`src/rtl/loader_mem_sequencer_if.sv`:
```
// Bus bundle for loader_mem_sequencer: loader input, CPU write port, RAM write port and jump control.
// The master drives the loader/CPU inputs; the slave owns the RAM port and the CPU control outputs.
interface loader_mem_sequencer_if #(
  parameter int unsigned ADDR = 16,
  parameter int unsigned DATA = 8
) ();
  logic            loader_download;
  logic            loader_wr;
  logic [ADDR-1:0] loader_addr;
  logic [DATA-1:0] loader_data;
  logic            execute_enable;
  logic [ADDR-1:0] execute_addr;
  logic            cpu_wr;
  logic [ADDR-1:0] cpu_addr;
  logic [DATA-1:0] cpu_data;
  logic            ram_wr;
  logic [ADDR-1:0] ram_addr;
  logic [DATA-1:0] ram_din;
  logic            cpu_hold;
  logic            cpu_jump;
  logic [ADDR-1:0] jump_addr;
  logic            busy;

  modport master (
    output loader_download, loader_wr, loader_addr, loader_data,
    output execute_enable, execute_addr,
    output cpu_wr, cpu_addr, cpu_data,
    input  ram_wr, ram_addr, ram_din, cpu_hold, cpu_jump, jump_addr, busy
  );

  modport slave (
    input  loader_download, loader_wr, loader_addr, loader_data,
    input  execute_enable, execute_addr,
    input  cpu_wr, cpu_addr, cpu_data,
    output ram_wr, ram_addr, ram_din, cpu_hold, cpu_jump, jump_addr, busy
  );
endinterface

```
`src/rtl/loader_mem_sequencer.sv`:
```
// Shares the RAM write port between the CPU and the CMD loader; after a download with an
// execute block it patches the entry vector in RAM and requests a CPU jump.
module loader_mem_sequencer #(
  parameter int unsigned ADDR      = 16,
  parameter int unsigned DATA      = 8,
  parameter logic [15:0] ENTRY_LSB = 16'h40DF,
  parameter logic [15:0] ENTRY_MSB = 16'h40E0,
  parameter int unsigned DRAIN     = 4
) (
  input logic                    clock,
  input logic                    reset_n,
  loader_mem_sequencer_if.slave  bus
);

  localparam int unsigned CNT_W = 4;

  typedef enum logic [2:0] {
    S_IDLE,
    S_LOAD,
    S_DRAIN,
    S_PATCH_LSB,
    S_PATCH_MSB,
    S_JUMP
  } state_e;

  state_e          state_q, state_d;
  logic [CNT_W-1:0] cnt_q, cnt_d;
  logic            exec_pend_q, exec_pend_d;
  logic            ram_wr_q, ram_wr_d;
  logic [ADDR-1:0] ram_addr_q, ram_addr_d;
  logic [DATA-1:0] ram_din_q, ram_din_d;
  logic            cpu_hold_q, cpu_hold_d;
  logic            cpu_jump_q, cpu_jump_d;
  logic [ADDR-1:0] jump_addr_q, jump_addr_d;
  logic            busy_q, busy_d;

  // State register and registered outputs
  always_ff @(posedge clock) begin
    if (!reset_n) begin
      state_q     <= S_IDLE;
      cnt_q       <= '0;
      exec_pend_q <= 1'b0;
      ram_wr_q    <= 1'b0;
      ram_addr_q  <= '0;
      ram_din_q   <= '0;
      cpu_hold_q  <= 1'b0;
      cpu_jump_q  <= 1'b0;
      jump_addr_q <= '0;
      busy_q      <= 1'b0;
    end else begin
      state_q     <= state_d;
      cnt_q       <= cnt_d;
      exec_pend_q <= exec_pend_d;
      ram_wr_q    <= ram_wr_d;
      ram_addr_q  <= ram_addr_d;
      ram_din_q   <= ram_din_d;
      cpu_hold_q  <= cpu_hold_d;
      cpu_jump_q  <= cpu_jump_d;
      jump_addr_q <= jump_addr_d;
      busy_q      <= busy_d;
    end
  end

  // Next-state and next-output logic
  always_comb begin
    state_d     = state_q;
    cnt_d       = cnt_q;
    exec_pend_d = exec_pend_q;
    ram_wr_d    = 1'b0;
    ram_addr_d  = ram_addr_q;
    ram_din_d   = ram_din_q;
    cpu_jump_d  = 1'b0;
    jump_addr_d = jump_addr_q;

    case (state_q)
      S_IDLE: begin
        // The cycle right after a jump still shows cpu_hold, so that CPU write is dropped
        ram_wr_d   = bus.cpu_wr & ~cpu_hold_q;
        ram_addr_d = bus.cpu_addr;
        ram_din_d  = bus.cpu_data;
        if (bus.loader_download) begin
          state_d = S_LOAD;
        end
      end
      S_LOAD: begin
        ram_wr_d   = bus.loader_wr;
        ram_addr_d = bus.loader_addr;
        ram_din_d  = bus.loader_data;
        if (bus.execute_enable) begin
          exec_pend_d = 1'b1;
          jump_addr_d = bus.execute_addr;
        end
        if (!bus.loader_download) begin
          state_d = S_DRAIN;
          cnt_d   = CNT_W'(DRAIN);
        end
      end
      S_DRAIN: begin
        cnt_d = cnt_q - CNT_W'(1);
        if (bus.loader_download) begin
          state_d = S_LOAD;
          cnt_d   = '0;
        end else if (cnt_q <= CNT_W'(1)) begin
          state_d = exec_pend_q ? S_PATCH_LSB : S_IDLE;
          cnt_d   = '0;
        end
      end
      S_PATCH_LSB: begin
        ram_wr_d   = 1'b1;
        ram_addr_d = ADDR'(ENTRY_LSB);
        ram_din_d  = DATA'(jump_addr_q[7:0]);
        state_d    = S_PATCH_MSB;
      end
      S_PATCH_MSB: begin
        ram_wr_d   = 1'b1;
        ram_addr_d = ADDR'(ENTRY_MSB);
        ram_din_d  = DATA'(jump_addr_q[15:8]);
        state_d    = S_JUMP;
      end
      S_JUMP: begin
        cpu_jump_d  = 1'b1;
        exec_pend_d = 1'b0;
        state_d     = S_IDLE;
      end
      default: begin
        state_d = S_IDLE;
      end
    endcase

    // Hold is released together with the falling edge of the jump pulse
    cpu_hold_d = (state_d != S_IDLE) || (state_q == S_JUMP);
    busy_d     = (state_d != S_IDLE);
  end

  assign bus.ram_wr    = ram_wr_q;
  assign bus.ram_addr  = ram_addr_q;
  assign bus.ram_din   = ram_din_q;
  assign bus.cpu_hold  = cpu_hold_q;
  assign bus.cpu_jump  = cpu_jump_q;
  assign bus.jump_addr = jump_addr_q;
  assign bus.busy      = busy_q;

endmodule
```
`src/flat_wrapper.sv`:
```
// flat-port wrapper written by rule: the top's interface ports become plain ports
module loader_mem_sequencer_flat 
#(
  parameter int unsigned ADDR      = 16,
  parameter int unsigned DATA      = 8,
  parameter logic [15:0] ENTRY_LSB = 16'h40DF,
  parameter logic [15:0] ENTRY_MSB = 16'h40E0,
  parameter int unsigned DRAIN     = 4
)
  (clock, reset_n, bus_loader_download, bus_loader_wr, bus_loader_addr, bus_loader_data, bus_execute_enable, bus_execute_addr, bus_cpu_wr, bus_cpu_addr, bus_cpu_data, bus_ram_wr, bus_ram_addr, bus_ram_din, bus_cpu_hold, bus_cpu_jump, bus_jump_addr, bus_busy);
  loader_mem_sequencer_if #(.ADDR(ADDR), .DATA(DATA)) bus_i ();
  input logic clock;
  input logic reset_n;
  input wire logic [$bits(bus_i.loader_download)-1:0] bus_loader_download;
  input wire logic [$bits(bus_i.loader_wr)-1:0] bus_loader_wr;
  input wire logic [$bits(bus_i.loader_addr)-1:0] bus_loader_addr;
  input wire logic [$bits(bus_i.loader_data)-1:0] bus_loader_data;
  input wire logic [$bits(bus_i.execute_enable)-1:0] bus_execute_enable;
  input wire logic [$bits(bus_i.execute_addr)-1:0] bus_execute_addr;
  input wire logic [$bits(bus_i.cpu_wr)-1:0] bus_cpu_wr;
  input wire logic [$bits(bus_i.cpu_addr)-1:0] bus_cpu_addr;
  input wire logic [$bits(bus_i.cpu_data)-1:0] bus_cpu_data;
  output wire logic [$bits(bus_i.ram_wr)-1:0] bus_ram_wr;
  output wire logic [$bits(bus_i.ram_addr)-1:0] bus_ram_addr;
  output wire logic [$bits(bus_i.ram_din)-1:0] bus_ram_din;
  output wire logic [$bits(bus_i.cpu_hold)-1:0] bus_cpu_hold;
  output wire logic [$bits(bus_i.cpu_jump)-1:0] bus_cpu_jump;
  output wire logic [$bits(bus_i.jump_addr)-1:0] bus_jump_addr;
  output wire logic [$bits(bus_i.busy)-1:0] bus_busy;
  assign bus_i.loader_download = bus_loader_download;
  assign bus_i.loader_wr = bus_loader_wr;
  assign bus_i.loader_addr = bus_loader_addr;
  assign bus_i.loader_data = bus_loader_data;
  assign bus_i.execute_enable = bus_execute_enable;
  assign bus_i.execute_addr = bus_execute_addr;
  assign bus_i.cpu_wr = bus_cpu_wr;
  assign bus_i.cpu_addr = bus_cpu_addr;
  assign bus_i.cpu_data = bus_cpu_data;
  assign bus_ram_wr = bus_i.ram_wr;
  assign bus_ram_addr = bus_i.ram_addr;
  assign bus_ram_din = bus_i.ram_din;
  assign bus_cpu_hold = bus_i.cpu_hold;
  assign bus_cpu_jump = bus_i.cpu_jump;
  assign bus_jump_addr = bus_i.jump_addr;
  assign bus_busy = bus_i.busy;
  loader_mem_sequencer #(.ADDR(ADDR), .DATA(DATA), .ENTRY_LSB(ENTRY_LSB), .ENTRY_MSB(ENTRY_MSB), .DRAIN(DRAIN)) u_core (.clock(clock), .reset_n(reset_n), .bus(bus_i));
endmodule
```
`config.mk`:
```
export PLATFORM = sky130hd
export DESIGN_NAME = loader_mem_sequencer_flat
export DESIGN_NICKNAME = d
export VERILOG_FILES = /design/src/rtl/loader_mem_sequencer_if.sv /design/src/rtl/loader_mem_sequencer.sv /design/src/flat_wrapper.sv
export SDC_FILE = /design/constraint.sdc
export NUM_CORES = 1
export LEC_CHECK = 0
export ABC_AREA = 1
export BUFFER_PORTS_ARGS = -buffer_cell sky130_fd_sc_hd__buf_2
export CORE_UTILIZATION = 49
export DETAILED_ROUTE_END_ITERATION = 10
export MAX_ROUTING_LAYER = met4
export PLACE_DENSITY_LB_ADDON = 0.15
export RECOVER_POWER = 25
export SLEW_MARGIN = 20
export SYNTH_ARGS = -nofsm -noshare
export SYNTH_HDL_FRONTEND = slang
export SYNTH_SLANG_ARGS = --single-unit
```
`constraint.sdc`:
```
create_clock -name clock -period 2.6 [get_ports clock]
set_input_delay 0.13 -clock clock [delete_from_list [all_inputs] [get_ports clock]]
set_output_delay 0.13 -clock clock [all_outputs]
set_load 0.1 [all_outputs]
```
==> run metrics <==
run status complete, but fails checks; failing checks DRC; Die Y 71.4 µm; Residual DRC 9; leading cell type in the layout, fill and taps excluded buf_2; Area growth syn-to-layout 27.9%; leak pwr ~1.5 nW; GRT Total Usage 0.269; via count 2592; sequential area share after synthesis 0.441; Post-Syn Area 2360 µm²; RSZ-0062 raised after global routing false; Layout Cells excl Fill 494; # hold bufs at CTS 0; grt ovf 0; Post-CTS Resized 0; FILL cells 417; first-pass GRT wire length 10.6 mm; Routed WL per cell approximately 13 µm; slack of the critical path between 0.9 and 1 ns; power per cell area 692 nW/µm²; Starting Density 0.527; Post-Syn Instances 331; type of the most critical hold path primary input to register; # IOs 114; crit path kind register to register; n_diodes 0; Max-Cap Viols 0; Syn Area/Cell 7.13 µm²; critical-path maximum fanout 21; share of cells above drive strength 1 0.258; Net Count, Synth slightly above 400; row count 24; clock-pin slew on the worst setup and hold paths 0.09 ns; Final TNS setup 0 ns; number of global-route vias before repair between 2000 and 2500; # setup viols final 0; startpoint types register; CTS Buf Count 5; TritonCTS sink count 52; HPWL after DPL 4.84 mm; Max Clk Rate around 600 MHz; period utilisation layout 0.641; GP Congestion 0.893; I/O Buffers 113; Crit. End Element register; Yosys cell types 29; relative slew slack 0.207; yosys warns 0; time the worst path needs with I/O delays and setup 1.67 ns; maximum buffer depth of the clock tree 2; largest net degree at the start of global routing 37; prevailing post-synth register cell dfxtp_1; final worst clock skew 0.00770 ns; die width a little over 70 µm; Iteration-0 DRC Markers 188; CTS Root Cell clkbuf_8; area share of the largest cell type after synthesis 0.441; clock tree from TritonCTS done; core area 4470 µm²; Die ar. 5090 µm²; largest area contributor in the netlist dfxtp_1; pre-CTS setup slack 0.941 ns; Synth async-reset ratio 0; DP Cell Count 487; clk_lat worst skew 0.30 ns; total power 2.09 mW; initial antenna violation count 0; top cells by area, synth dfxtp_1 44%, nand2_1 13%, a21oi_1 9.5%, nor2_1 6.2%, inv_1 4.5%; Slew @ Worst Pin 1.19 ns; Critical Path RT about 2.9 ns; Yosys reg bits 52; Max VDD drop a little under 0.5 mV; Post-DRT Antenna Nets 0; postcts setup bufs 0; H-tree Lvls 2; DR pass1 iterations 9; Final Hold Fails 0; worst path arrival time between 1.5 and 2 ns; post-DR vias/cell 5.25; max-slew violation count 0; final WL 6.60 mm; nets 514; most frequent cells in the layout 90 x buf_2, 80 x nand2_1, 52 x dfxtp_1, 45 x a21oi_1, 39 x nor2_1; EDFF count, synth 0
## worst max-delay path, stage by stage, from the launching register on
cell and delay [ns]:
dfxtp_1 0.52, nor2_4 0.12, o21ai_2 0.39, buf_4 0.33, a21oi_1 0.07, nand2_1 0.09, nand2_1 0.05, nand2_1 0.06
## Yosys cell counts (4+ instances only)
cell     count
nand3_1     10
a22oi_1      5
nand2_1     80
a21oi_1     45
nor2_4       4
o21ai_1     15
buf_2        6
inv_1       28
dfxtp_1     52
o21ai_0     18
nor2_1      39
a31oi_1      6
## cell type report
type                       instances  area (µm²)  area share
inverter                          32         125      0.0415
tap                               52        65.1      0.0216
multi-input combinational        235        1130       0.374
sequential                        52        1040       0.345
timing repair buffer             116         559       0.185
clock buffer                       7        96.3      0.0320
## flip-flops by register name, indices dropped and copies added (netlist names)
signal and flops:
u_core.bus.cpu_jump 1, u_core.bus.ram_addr 16, u_core.bus.ram_din 8, u_core.state_q 3
u_core.bus.ram_wr 1, u_core.exec_pend_q 1, u_core.bus.busy 1, u_core.bus.jump_addr 16
u_core.cnt_q 4, u_core.bus.cpu_hold 1
## kinds of logic (layout without fill, tap and decap cells)
family / after synthesis / count (layout) / synth area share
flip-flops: 52 / 52 / 0.441
XOR/XNOR: 1 / 1 / 0.00371
AO/OA/AOI/OAI: 92 / 92 / 0.207
AND/OR/NAND/NOR: 140 / 140 / 0.257
adder cells (fa/ha/maj): 2 / 2 / 0.0106
buffers and inverters: 44 / 155 / 0.0801
## per-stage QoR
step / instance area, µm² / util / hold WS, ns
after floorplan: 2360 / - / 0.277
after global placement: 2950 / 0.659 / 0.364
after detailed placement: 2950 / 0.659 / 0.373
after CTS: 3040 / 0.680 / 0.0650
after global routing: 3020 / 0.674 / 0.0735
final: 3020 / 0.674 / 0.0626
## report_power, final
part,internal [mW],switching (mW)
Clock,0.238,0.257
Combinational,0.131,0.567
Sequential,0.856,0.0376
## metal layers
layer | wire length, µm | share of wire | GRT usage
met5 | 0 | 0 | -
met4 | 80 | 0.012 | 0.0733
met3 | 479 | 0.073 | 0.0450
met2 | 3020 | 0.46 | 0.424
met1 | 3020 | 0.46 | 0.358
## final timing paths
path / slack [ns] / cells past startpoint / end / startpoint
min reg2reg: 0.46 / 2 / u_core.bus.ram_din[6] / u_core.bus.ram_din[6]
max reg2reg: 0.93 / 7 / u_core.bus.ram_din[0] / u_core.state_q[0]
min: 0.06 / 3 / u_core.bus.jump_addr[15] / bus_execute_addr[15]
max: 0.93 / 7 / u_core.bus.ram_din[0] / u_core.state_q[0]
No activity file was read; power rests on OpenSTA's default activity.
